### src/rtl/punc_pkg.sv
// rtl/punc_pkg.sv - opcode, state and select encodings shared by the punc control unit
package punc_pkg;

  localparam logic [3:0] OP_BR  = 4'b0000;
  localparam logic [3:0] OP_ADD = 4'b0001;
  localparam logic [3:0] OP_LD  = 4'b0010;
  localparam logic [3:0] OP_ST  = 4'b0011;
  localparam logic [3:0] OP_JSR = 4'b0100;
  localparam logic [3:0] OP_AND = 4'b0101;
  localparam logic [3:0] OP_LDR = 4'b0110;
  localparam logic [3:0] OP_STR = 4'b0111;
  localparam logic [3:0] OP_RTI = 4'b1000;
  localparam logic [3:0] OP_NOT = 4'b1001;
  localparam logic [3:0] OP_LDI = 4'b1010;
  localparam logic [3:0] OP_STI = 4'b1011;
  localparam logic [3:0] OP_JMP = 4'b1100;
  localparam logic [3:0] OP_HLT = 4'b1101;
  localparam logic [3:0] OP_LEA = 4'b1110;

  typedef enum logic [2:0] {
    S_FETCH  = 3'd0,
    S_DECODE = 3'd1,
    S_EXEC   = 3'd2,
    S_EXEC2  = 3'd3,
    S_PAUSE  = 3'd4,
    S_HALT   = 3'd5,
    S_FAULT  = 3'd6
  } state_t;

  localparam logic [1:0] ADDR_PC  = 2'd0;
  localparam logic [1:0] ADDR_ALU = 2'd1;
  localparam logic [1:0] ADDR_MDR = 2'd2;

  localparam logic [1:0] PC_INC   = 2'd0;
  localparam logic [1:0] PC_ALU   = 2'd1;
  localparam logic [1:0] PC_BASER = 2'd2;

  localparam logic WA_DR = 1'b0;
  localparam logic WA_R7 = 1'b1;

  localparam logic [1:0] WD_ALU = 2'd0;
  localparam logic [1:0] WD_MEM = 2'd1;
  localparam logic [1:0] WD_PC  = 2'd2;

  localparam logic [1:0] ALU_ADD  = 2'd0;
  localparam logic [1:0] ALU_AND  = 2'd1;
  localparam logic [1:0] ALU_PASS = 2'd2;
  localparam logic [1:0] ALU_NOT  = 2'd3;

  localparam logic A_SR1 = 1'b0;
  localparam logic A_PC  = 1'b1;

  localparam logic [2:0] B_SR2   = 3'd0;
  localparam logic [2:0] B_IMM5  = 3'd1;
  localparam logic [2:0] B_OFF9  = 3'd2;
  localparam logic [2:0] B_OFF11 = 3'd3;
  localparam logic [2:0] B_OFF6  = 3'd4;

  // Branch is taken when any requested condition code is currently set.
  function automatic logic br_taken(input logic [2:0] nzp, input logic [2:0] cc);
    return |(nzp & cc);
  endfunction

endpackage

### src/rtl/punc_wait_timer.sv
// rtl/punc_wait_timer.sv - counts consecutive stalled memory cycles and flags the timeout limit
module punc_wait_timer #(
  parameter int TIMEOUT = 15
) (
  input  logic clk,
  input  logic rst,
  input  logic wait_cyc,
  input  logic clr,
  output logic limit_hit
);

  // limit_hit marks the cycle that would become the TIMEOUT-th consecutive wait.
  localparam logic [7:0] LIMIT = 8'(TIMEOUT - 1);

  logic [7:0] cnt;

  always_ff @(posedge clk) begin
    if (rst || clr || !wait_cyc) begin
      cnt <= '0;
    end else if (cnt != 8'hFF) begin
      cnt <= cnt + 8'd1;
    end
  end

  assign limit_hit = (cnt == LIMIT);

endmodule

### src/rtl/punc_control_hs.sv
// rtl/punc_control_hs.sv - multicycle control FSM with memory handshake, single-step and timeout fault
module punc_control_hs
  import punc_pkg::*;
#(
  parameter int DATA_W  = 16,
  parameter int TIMEOUT = 15,
  parameter int STEP_EN = 1
) (
  input  logic              clk,
  input  logic              rst,
  input  logic [DATA_W-1:0] ir,
  input  logic              cc_n,
  input  logic              cc_z,
  input  logic              cc_p,
  input  logic              mem_ack,
  input  logic              step,
  input  logic              go,
  output logic              mem_req,
  output logic              mem_we,
  output logic [1:0]        mem_addr_sel,
  output logic              ir_ld,
  output logic              pc_ld,
  output logic              reg_we,
  output logic              cc_ld,
  output logic              mdr_ld,
  output logic [1:0]        pc_sel,
  output logic              reg_waddr_sel,
  output logic [1:0]        reg_wdata_sel,
  output logic [1:0]        alu_op,
  output logic              alu_a_sel,
  output logic [2:0]        alu_b_sel,
  output logic [2:0]        state_o,
  output logic              halted,
  output logic              fault
);

  state_t     state_q;
  state_t     state_d;
  logic [3:0] opc;
  logic       step_on;
  logic       done;
  logic       wait_hit;
  logic       unused_in;

  assign opc       = ir[15:12];
  assign unused_in = ^{ir, step};

  generate
    if (STEP_EN != 0) begin : g_step
      assign step_on = step;
    end else begin : g_nostep
      assign step_on = 1'b0;
    end
  endgenerate

  always_ff @(posedge clk) begin
    if (rst) begin
      state_q <= S_FETCH;
    end else begin
      state_q <= state_d;
    end
  end

  always_comb begin
    state_d       = state_q;
    done          = 1'b0;
    mem_req       = 1'b0;
    mem_we        = 1'b0;
    mem_addr_sel  = ADDR_PC;
    ir_ld         = 1'b0;
    pc_ld         = 1'b0;
    reg_we        = 1'b0;
    cc_ld         = 1'b0;
    mdr_ld        = 1'b0;
    pc_sel        = PC_INC;
    reg_waddr_sel = WA_DR;
    reg_wdata_sel = WD_ALU;
    alu_op        = ALU_ADD;
    alu_a_sel     = A_SR1;
    alu_b_sel     = B_SR2;
    halted        = 1'b0;
    fault         = 1'b0;

    case (state_q)
      S_FETCH: begin
        mem_req      = 1'b1;
        mem_addr_sel = ADDR_PC;
        ir_ld        = mem_ack;
        if (mem_ack) state_d = S_DECODE;
      end
      S_DECODE: begin
        pc_ld   = 1'b1;
        pc_sel  = PC_INC;
        state_d = S_EXEC;
      end
      S_EXEC: begin
        case (opc)
          OP_ADD, OP_AND, OP_NOT: begin
            reg_we    = 1'b1;
            cc_ld     = 1'b1;
            alu_op    = (opc == OP_ADD) ? ALU_ADD : (opc == OP_AND) ? ALU_AND : ALU_NOT;
            alu_b_sel = ir[5] ? B_IMM5 : B_SR2;
            done      = 1'b1;
          end
          OP_LEA: begin
            reg_we    = 1'b1;
            cc_ld     = 1'b1;
            alu_a_sel = A_PC;
            alu_b_sel = B_OFF9;
            done      = 1'b1;
          end
          OP_BR: begin
            if (br_taken(ir[11:9], {cc_n, cc_z, cc_p})) begin
              pc_ld     = 1'b1;
              pc_sel    = PC_ALU;
              alu_a_sel = A_PC;
              alu_b_sel = B_OFF9;
            end
            done = 1'b1;
          end
          OP_JMP: begin
            pc_ld  = 1'b1;
            pc_sel = PC_BASER;
            done   = 1'b1;
          end
          OP_JSR: begin
            reg_we        = 1'b1;
            reg_waddr_sel = WA_R7;
            reg_wdata_sel = WD_PC;
            state_d       = S_EXEC2;
          end
          OP_LD, OP_LDR: begin
            mem_req       = 1'b1;
            mem_addr_sel  = ADDR_ALU;
            alu_a_sel     = (opc == OP_LD) ? A_PC : A_SR1;
            alu_b_sel     = (opc == OP_LD) ? B_OFF9 : B_OFF6;
            reg_wdata_sel = WD_MEM;
            reg_we        = mem_ack;
            cc_ld         = mem_ack;
            done          = mem_ack;
          end
          OP_ST, OP_STR: begin
            mem_req      = 1'b1;
            mem_we       = 1'b1;
            mem_addr_sel = ADDR_ALU;
            alu_a_sel    = (opc == OP_ST) ? A_PC : A_SR1;
            alu_b_sel    = (opc == OP_ST) ? B_OFF9 : B_OFF6;
            done         = mem_ack;
          end
          OP_LDI, OP_STI: begin
            mem_req      = 1'b1;
            mem_addr_sel = ADDR_ALU;
            alu_a_sel    = A_PC;
            alu_b_sel    = B_OFF9;
            mdr_ld       = mem_ack;
            if (mem_ack) state_d = S_EXEC2;
          end
          OP_HLT: state_d = S_HALT;
          default: done = 1'b1;
        endcase
      end
      S_EXEC2: begin
        case (opc)
          OP_JSR: begin
            pc_ld = 1'b1;
            if (ir[11]) begin
              pc_sel    = PC_ALU;
              alu_a_sel = A_PC;
              alu_b_sel = B_OFF11;
            end else begin
              pc_sel = PC_BASER;
            end
            done = 1'b1;
          end
          OP_LDI: begin
            mem_req       = 1'b1;
            mem_addr_sel  = ADDR_MDR;
            reg_wdata_sel = WD_MEM;
            reg_we        = mem_ack;
            cc_ld         = mem_ack;
            done          = mem_ack;
          end
          OP_STI: begin
            mem_req      = 1'b1;
            mem_we       = 1'b1;
            mem_addr_sel = ADDR_MDR;
            done         = mem_ack;
          end
          default: done = 1'b1;
        endcase
      end
      S_PAUSE: begin
        if (go) state_d = S_FETCH;
      end
      S_HALT: begin
        halted = 1'b1;
        if (go) state_d = S_FETCH;
      end
      S_FAULT: fault = 1'b1;
      default: state_d = S_FETCH;
    endcase

    if (done) state_d = step_on ? S_PAUSE : S_FETCH;
    // A late ack still beats the timeout because the fault only applies while unacknowledged.
    if (mem_req && !mem_ack && wait_hit) state_d = S_FAULT;
  end

  punc_wait_timer #(
    .TIMEOUT(TIMEOUT)
  ) u_wait_timer (
    .clk      (clk),
    .rst      (rst),
    .wait_cyc (mem_req & ~mem_ack),
    .clr      (state_d != state_q),
    .limit_hit(wait_hit)
  );

  assign state_o = state_q;

endmodule

### config.mk
export PLATFORM = sky130hd
export DESIGN_NAME = punc_control_hs
export DESIGN_NICKNAME = d
export VERILOG_FILES = /design/src/rtl/punc_pkg.sv /design/src/rtl/punc_wait_timer.sv /design/src/rtl/punc_control_hs.sv
export SDC_FILE = /design/constraint.sdc
export NUM_CORES = 1
export LEC_CHECK = 0
export BUFFER_PORTS_ARGS = -buffer_cell sky130_fd_sc_hd__buf_2
export CORE_ASPECT_RATIO = 1.4
export CORE_MARGIN = 2
export CORE_UTILIZATION = 46
export DETAILED_ROUTE_END_ITERATION = 8
export PLACE_DENSITY = 0.79
export SLEW_MARGIN = 0
export SYNTH_ARGS = -nofsm -noshare
export SYNTH_HDL_FRONTEND = slang
export SYNTH_SLANG_ARGS = --single-unit
### constraint.sdc
create_clock -name clk -period 2.3 [get_ports clk]
set_input_delay 0.345 -clock clk [delete_from_list [all_inputs] [get_ports clk]]
set_output_delay 0.345 -clock clk [all_outputs]
set_load 0.02 [all_outputs]
=== Word-level counts from Yosys, hierarchy flattened ===
Cells that the tools add are included.
Widths: inputs -> output; s select.

* Bitwise logic cells: 3
* Equal/unequal tests: 22
* Muxes and demuxes: 61
* Add/subtract/negate cells: 1
* Reductions and logical operators: 21

{| class="wikitable"
|+ Operator list
! kind !! count
|-
| $pmux 3 s5 || 2
|-
| $eq 4x4->1 const B || 6
|-
| $mux 3 || 8
|-
| $mux 1 || 22
|-
| $mux 2 || 10
|-
| $pmux 2 s2 || 5
|-
| $pmux 1 s2 || 9
|-
| $eq 4x3->1 const B || 4
|-
| $reduce_or 4->1 || 3
|-
| $reduce_or 2->1 || 5
|-
| $eq 3x3->1 const B || 3
|-
| $pmux 3 s3 || 1
|-
| $reduce_or 3->1 || 3
|-
| $add 8x1->8 const B || 1
|-
| $eq 4x2->1 const B || 2
|-
| $eq 8x4->1 const B || 1
|-
| $ne 8x8->1 const B || 1
|-
| $eq 3x2->1 const B || 2
|-
| $pmux 1 s3 || 2
|-
| $pmux 3 s2 || 1
|-
| $reduce_or 6->1 || 1
|-
| $reduce_or 5->1 || 1
|-
| $eq 4x1->1 const B || 1
|-
| $logic_not 4->1 || 1
|-
| other kinds (10) || 13
|}

* Register bits after elaboration: 11
* Input bits: 24
* Word-level logic and storage cells: 110
* Output and inout bits: 25

=== Logic depth before layout (Yosys ltp) ===
Gate-level depths: netlist (run 1).

* Depth after elaboration: 10
* Gate-level depth with buffers: 6
* Gate-level depth less buffers: 5

=== Cells and area by module ===
Synthesis (run 1) repeated with hierarchy kept, for this count alone.

* Cells, all modules: 153
* Area, all modules: 1111.1 um2

{| class="wikitable"
|+ By module, submodules not included
! module !! area an instance (um2) !! sequential area each (um2) !! times used !! cells each
|-
| punc_control_hs || 708.2 || 60.1 || 1 || 106
|-
| punc_wait_timer || 402.9 || 160.2 || 1 || 47
|}

=== Worst setup path before layout (run 1) ===
OpenSTA, ideal clock, no wires.

* Kind: register -> output
* From: register state_q[1], in the netlist state_o[1]
* To: output alu_a_sel
* Path buffers: 1
* Data required time: 1.955 ns
* Data arrival time: 2.084 ns
* Slack: -0.129 ns
* Cell stages (with the launch flop): 6
* Cells stage by stage: dfxtp_1 or3b_1 or3_1 buf_2 o41ai_4 a31o_1

* Cells in the longest elaborated chain, start to end: 2
* Elaborated cells on any way between the ends: 3
* Classes of those cells: 2 x eq/ne; 1 x mux

{| class="wikitable"
|+ Ends and longest elaborated chain
! element !! line !! text
|-
| from (decl) || punc_control_hs.sv:37 || <nowiki>state_t state_q;</nowiki>
|-
| from (signal assigned) || punc_control_hs.sv:60 || <nowiki>state_q <= state_d;</nowiki>
|-
| $eq 3x2->1 || punc_control_hs.sv:84 || <nowiki>case (state_q)</nowiki>
|-
| $pmux 1 s2 * || punc_control_hs.sv:84 ||
|-
| to (decl) || punc_control_hs.sv:30 || <nowiki>output logic alu_a_sel,</nowiki>
|}

Every way passes the cells marked *; elsewhere a longest branch is shown, timed or not.

=== Worst setup path after layout (run 1) ===
* From: register state_q[0], in the netlist state_o[0]
* To: output alu_b_sel[1]

* Cells in the longest elaborated chain, start to end: 2
* Elaborated cells on any way between the ends: 3
* Classes of those cells: 2 x eq/ne; 1 x mux

{| class="wikitable"
|+ Ends and longest elaborated chain
! element !! line !! text
|-
| $eq 3x2->1 || punc_control_hs.sv:84 ||
|-
| $pmux 3 s2 * || punc_control_hs.sv:84 ||
|-
| to (decl) || punc_control_hs.sv:31 || <nowiki>output logic [2:0] alu_b_sel,</nowiki>
|}

Marks and branches as above.

==> metrics.csv, run 1 <==
metric,value,unit
outcome,"complete, but fails checks",
failing checks,setup timing,
Register Area,221,sq um
largest net degree at the start of global routing,18,
max_slew headroom,55.7,%
Starting Density,48.5,%
vias in the first global route,1190,
CTS Sinks,11,
Core Region,2150,sq um
wl on met1,1140,um
share of cells above drive strength 1,33.3,%
"flops & latches, synth",11,
met3 WL,197,um
fin area,1360,sq um
Layout Nets,213,
crit path DAT,1980,ps
dpl cell area,1290,sq um
crit path launch type,flip-flop,
Tot GR Track Use,24.5,%
Worst Clk Skew,7.47,ps
net switching power,0.225,mW
area occupied by multi-input gates,769,sq um
largest cells by area after synthesis,"dfxtp_1 (21%), o21ai_0 (5.3%), nor3_1 (4.3%)",
Syn-to-layout area delta,29.7,%
Reg-to-Reg Start,state_o[2],
Power Density,437,nW/um^2
# hold bufs at CTS,0,
DRC,0,
"CTS clk-pin slew, worst paths",60,ps
first-pass GRT wire length,4940,um
DRT Pass-1 Iters,4,
ys flop type,dfxtp_1,
clock power share,22.9,%
PnR worst setup slack,-28.2,ps
P_int,0.367,mW
DRT Wirelength,3110,um
syn avg cell area,7.31,sq um
yosys warns,0,
combinational share of power,42.3,%
Final ANT Viol Nets,0,
total die area,2670,sq um
WL per Instance,14.9,um
Final Critical Period,2330,ps
cell taking the most area after synthesis,dfxtp_1,
Clock Tree Root,clkbuf_4,
Routed met2 length,1660,um
grt ovf,0,
Worst-Margin Slew,664,ps
clock latency on the worst-skew pair,280,ps
Die W,44.3,um
Num CTS Buffers,3,
highest metal used,met4,
Critical path origin,state_o[0],
max cap viols,0,
hold path startpoint,rst,
Crit. End Element,output pin,
kind of critical path,flip-flop to output pin,
pre-CTS WS,194,ps
initial drt markers,28,
Net Sw Frac,38.0,%
Fill cells,198,
"EDFF count, synth",0,
post-synthesis cell type count,48,
CP max FO,5,
Max Buffers Root-to-Sink,2,
fraction of registers with async set/reset,0,%
critical path data required time,1960,ps
Max IR drop VDD,0.407,mV
final antenna diode count,0,
TritonCTS clock tree,done,
Placement Rows,20,
Max Slew Vio Count,0,
final period utilization,101,%
IO Pins,49,
sequential fraction of the synthesis area,21.1,%
# port buffers,40,
Final setup viols,1,
vias per cell,6.27,
Leak,0.600,nW
hpwl dp,2310,um
die height,60.4,um
Sequential Power Share,34.8,%
initial antenna violation count,0,
gpl congestion,0.844,
mapped cell area,1040,sq um
vias,1304,
Mapped Nets,169,
most frequent cells in the layout,"buf_2 (38), nor2_1 (11), o21ai_0 (11), inv_1 (10), dfxtp_1 (10)",
RSZ-0062 raised after global routing,yes,
Final Hold Vio Count,0,
Peak Freq,0.430,GHz
Gate Count Post-Synth,143,
Synth top area share,21.1,%
H-tree depth,1,
Hold Path Class,input pin to flip-flop,
"leading cell type in the layout, fill and taps excluded",buf_2,
registers in the layout (all words and copies together) (netlist names):
signal / cells
u_wait_timer.cnt: 8
state_o: 3
per-layer routing:
layer  track usage [%]  up-vias
li1                  -      628
met1              25.1      602
met2              46.6       61
met3             0.893       13
met4              16.9        0
met5                 0        -
kinds of logic (layout without fill, tap and decap cells):
kind of cell	after synthesis	in the layout	share of synthesized area, %
and+or+nand+nor	70	70	38.8
buffers and inverters	19	62	7.19
AOI/OAI and AO/OA	36	36	25.8
adders and majority gates	2	2	2.39
muxes	3	3	3.11
DFF	11	11	21.1
xor gates and xnor gates	2	2	1.68
final cells by class:
| type | instances | share of cell area (%) |
|---|---|---|
| tap | 22 | 2.03 |
| clock buffer | 4 | 1.94 |
| timing repair buffer | 48 | 20.1 |
| multi-input combinational | 113 | 56.8 |
| inverter | 10 | 2.77 |
| sequential | 11 | 16.3 |
power by group through the flow:
stage / sequential, mW / combinational, mW / clock, mW
final: 0.206 / 0.250 / 0.135
after global routing: 0.207 / 0.273 / 0.144
after CTS: 0.206 / 0.244 / 0.135
after detailed placement: 0.210 / 0.239 / 0
after global placement: 0.209 / 0.235 / 0
after floorplan: 0.222 / 0.150 / 0
metrics by stage:
stage          instances  TNS (ps)  utilization [%]  hold slack [ps]  power [mW]
2_1_floorplan        143         0                -              518       0.372
3_3_place_gp         203         0             60.2              532       0.444
3_5_place_dp         203         0             60.2              553       0.449
4_1_cts              208         0             62.1              365       0.585
5_1_grt              208      -143             63.0              393       0.624
6_report             208     -28.2             63.0              358       0.592
final timing paths:
check / cells after the start / endpoint / slack, ps
setup / recovery: 5 / alu_b_sel[1] / -30
hold / removal: 3 / state_o[2] / 360
setup reg to reg: 5 / u_wait_timer.cnt[1] / 530
hold reg to reg: 2 / u_wait_timer.cnt[5] / 560
synthesized netlist by cell type, drive strengths merged (2+ instances only):
cell / count
a31o: 3
nand2: 9
inv: 10
ha: 2
and3: 3
or3b: 2
nor4b: 3
nor2b: 3
a31oi: 2
nor3b: 2
buf: 5
dfxtp: 11
nand3: 3
nand2b: 4
mux2: 2
a21oi: 3
o221ai: 3
o211ai: 2
or3: 2
nor3: 9
clkbuf: 4
o21ai: 11
nand4: 4
and3b: 4
nor4: 7
nor2: 11
o41ai: 2
critical path: stages (launching register included):
cell     delay [ps]
dfxtp_1         310
or3b_4          410
or3_4           390
o41ai_4         280
a31o_1          190
buf_6           130
repair_timing:
item                                    CTS  global route
setup buffers                             1             0
endpoints found under the setup margin    4             4
gates resized for setup                   2             5
(Power assumes the default switching activity.)
==> inputs of run 2 (changes only) <==
--- a/config.mk
+++ b/config.mk
@@ -5,6 +5,7 @@
 export SDC_FILE = /design/constraint.sdc
 export NUM_CORES = 1
 export LEC_CHECK = 0
+export ABC_AREA = 1
 export BUFFER_PORTS_ARGS = -buffer_cell sky130_fd_sc_hd__buf_2
 export CORE_ASPECT_RATIO = 1.4
 export CORE_MARGIN = 2
==> run 2 against run 1 <==
Net effect:
- non-clock buffer count decreased by 8
- critical path type unchanged
- wire length decreased by 17%
- final cell count is 14% higher
- maximum frequency up 9.3%
- register-to-register slack gained 40 ps
- the flow now finishes without violations
- via count shrank 5.5%
==> metrics.csv, run 2 <==
metric,value,unit
vias in the first global route,1070,
Peak Freq,0.469,GHz
Leak,0.672,nW
pre-CTS WS,451,ps
max_slew headroom,77.4,%
syn avg cell area,6.04,sq um
"leading cell type in the layout, fill and taps excluded",buf_2,
Mapped Nets,198,
Max Buffers Root-to-Sink,2,
Max Slew Vio Count,0,
post-CTS setup buffers,0,
final antenna diode count,0,
Reg with most FFs,u_wait_timer.cnt,
Placement Rows,20,
outcome,"complete, no violations",
critical path data required time,1960,ps
Num CTS Buffers,3,
Core Region,2150,sq um
Worst Clk Skew,2.70,ps
Largest register FFs,8,
Reg-to-Reg Start,state_o[2],
# port buffers,40,
final period utilization,92.6,%
Final setup viols,0,
"CTS clk-pin slew, worst paths",70,ps
Die W,44.2,um
largest cells by area after synthesis,"dfxtp_1 (21%), nand2_1 (12%), nor2_1 (9.8%)",
share of cells above drive strength 1,32.6,%
fraction of registers with async set/reset,0,%
Final ANT Viol Nets,0,
CP Cell Sequence,inv_1 > nand3_2 > o21ai_0 > nand3_1 > nand2_1 > or2_2 > buf_2,
"count leader, synth",nand2_1,
crit path DAT,1790,ps
CP max-delay cell,dfxtp_1,
Fill cells,228,
vias per cell,5.20,
TritonCTS clock tree,done,
CTS Sinks,11,
ys flop type,dfxtp_1,
Clock Tree Root,clkbuf_4,
H-tree depth,1,
Final Hold Vio Count,0,
clock latency on the worst-skew pair,280,ps
hpwl dp,2140,um
DRC,0,
crit path launch type,flip-flop,
first-pass GRT wire length,4150,um
gpl congestion,0.880,
met3 WL,95,um
IO Pins,49,
yosys warns,0,
Gate Count Post-Synth,172,
die height,60.2,um
cell taking the most area after synthesis,dfxtp_1,
# hold bufs at CTS,0,
CP max FO,10,
Final Critical Period,2130,ps
Hold Path Class,input pin to flip-flop,
total die area,2660,sq um
Worst-Margin Slew,335,ps
Synth top area share,21.2,%
Starting Density,48.3,%
Routed met2 length,1380,um
Max IR drop VDD,0.192,mV
DRT Wirelength,2590,um
initial antenna violation count,0,
RSZ-0062 raised after global routing,no,
sequential fraction of the synthesis area,21.2,%
vias,1232,
largest net degree at the start of global routing,11,
commonest cells in the netlist,"nand2_1 (32), nor2_1 (27), inv_1 (23)",
hold path startpoint,rst,
Power Density,452,nW/um^2
DRT Pass-1 Iters,4,
mapped cell area,1040,sq um
grt ovf,0,
WL per Instance,10.9,um
post-synthesis cell type count,27,
total negative slack,0,ps
initial drt markers,23,
"flops & latches, synth",11,
wl on met1,1040,um
most frequent cells in the layout,"buf_2 (40), nand2_1 (32), nor2_1 (27), inv_1 (23), nand3_1 (12)",
Syn-to-layout area delta,23.4,%
max cap viols,0,
highest metal used,met4,
critical path's largest stage delay,450,ps
PnR worst setup slack,170,ps
kind of critical path,flip-flop to output pin,
"EDFF count, synth",0,
Post-CTS Resized,0,
Tot GR Track Use,20.4,%
Critical path origin,state_o[0],
Crit. End Element,output pin,
Layout Nets,242,
## run 2: changes by cell type after synthesis, moves of 4 or more
cell and delta:
nand2_1 +23, nor2_1 +16, inv_1 +13, nand3_1 +9, nand3_2 +7, nor2_2 +7, nand2_2 +5, and3b_1 -4
clkbuf_1 -4, inv_2 +4, nand2b_1 -4
## run 2: critical path: cells and delay by family (launching register included)
kind            cells  cell delay [ps]
simple gates        4              610
compound gates      1              120
flops               1              450
buf+inv             2              340
## run 2: cell type report
class / count / area (sq um) / share of cell area, %
multi-input combinational: 132 / 701 / 54.7
clock buffer: 4 / 26.3 / 2.05
timing repair buffer: 40 / 200 / 15.6
inverter: 28 / 106 / 8.30
tap: 22 / 27.5 / 2.15
sequential: 11 / 220 / 17.2
## run 2: worst paths after layout
check	endpoint	slack, ps	cells past startpoint
worst max-delay path	reg_we	170	7
worst max register to register	u_wait_timer.cnt[6]	570	10
worst min register to register	u_wait_timer.cnt[6]	560	2
worst min-delay path	state_o[0]	250	2
## run 2: logic make-up (layout without fill, tap and decap cells)
kind of cell    count (synthesis)  count (layout)  share of synthesized area [%]
buf+inv                        29              72                           11.3
flops                          11              11                           21.2
compound gates                 19              19                           11.0
fa+ha+maj                       2               2                           2.41
simple gates                  108             108                           51.6
xor+xnor                        3               3                           2.53
## run 2: layer usage
| layer | up-vias | global-route usage [%] |
|---|---|---|
| met1 | 537 | 20.2 |
| met2 | 34 | 41.0 |
| li1 | 654 | - |
| met3 | 7 | 0.906 |
| met4 | 0 | 10.4 |
| met5 | - | 0 |
## run 2: stage by stage
stage	std cells	area (sq um)	util, %	total power, mW	hold slack (ps)
after global placement	233	1250	58.3	0.447	538
final	237	1280	59.5	0.579	249
after floorplan	172	1040	-	0.379	414
after detailed placement	233	1250	58.3	0.448	536
after CTS	237	1280	59.5	0.583	244
after global routing	237	1280	59.5	0.620	243
## run 2: report_power, final
part           internal (mW)  switching [mW]
clock network         0.0674          0.0673
logic                 0.0755           0.153
registers              0.200          0.0152
total                  0.343           0.236
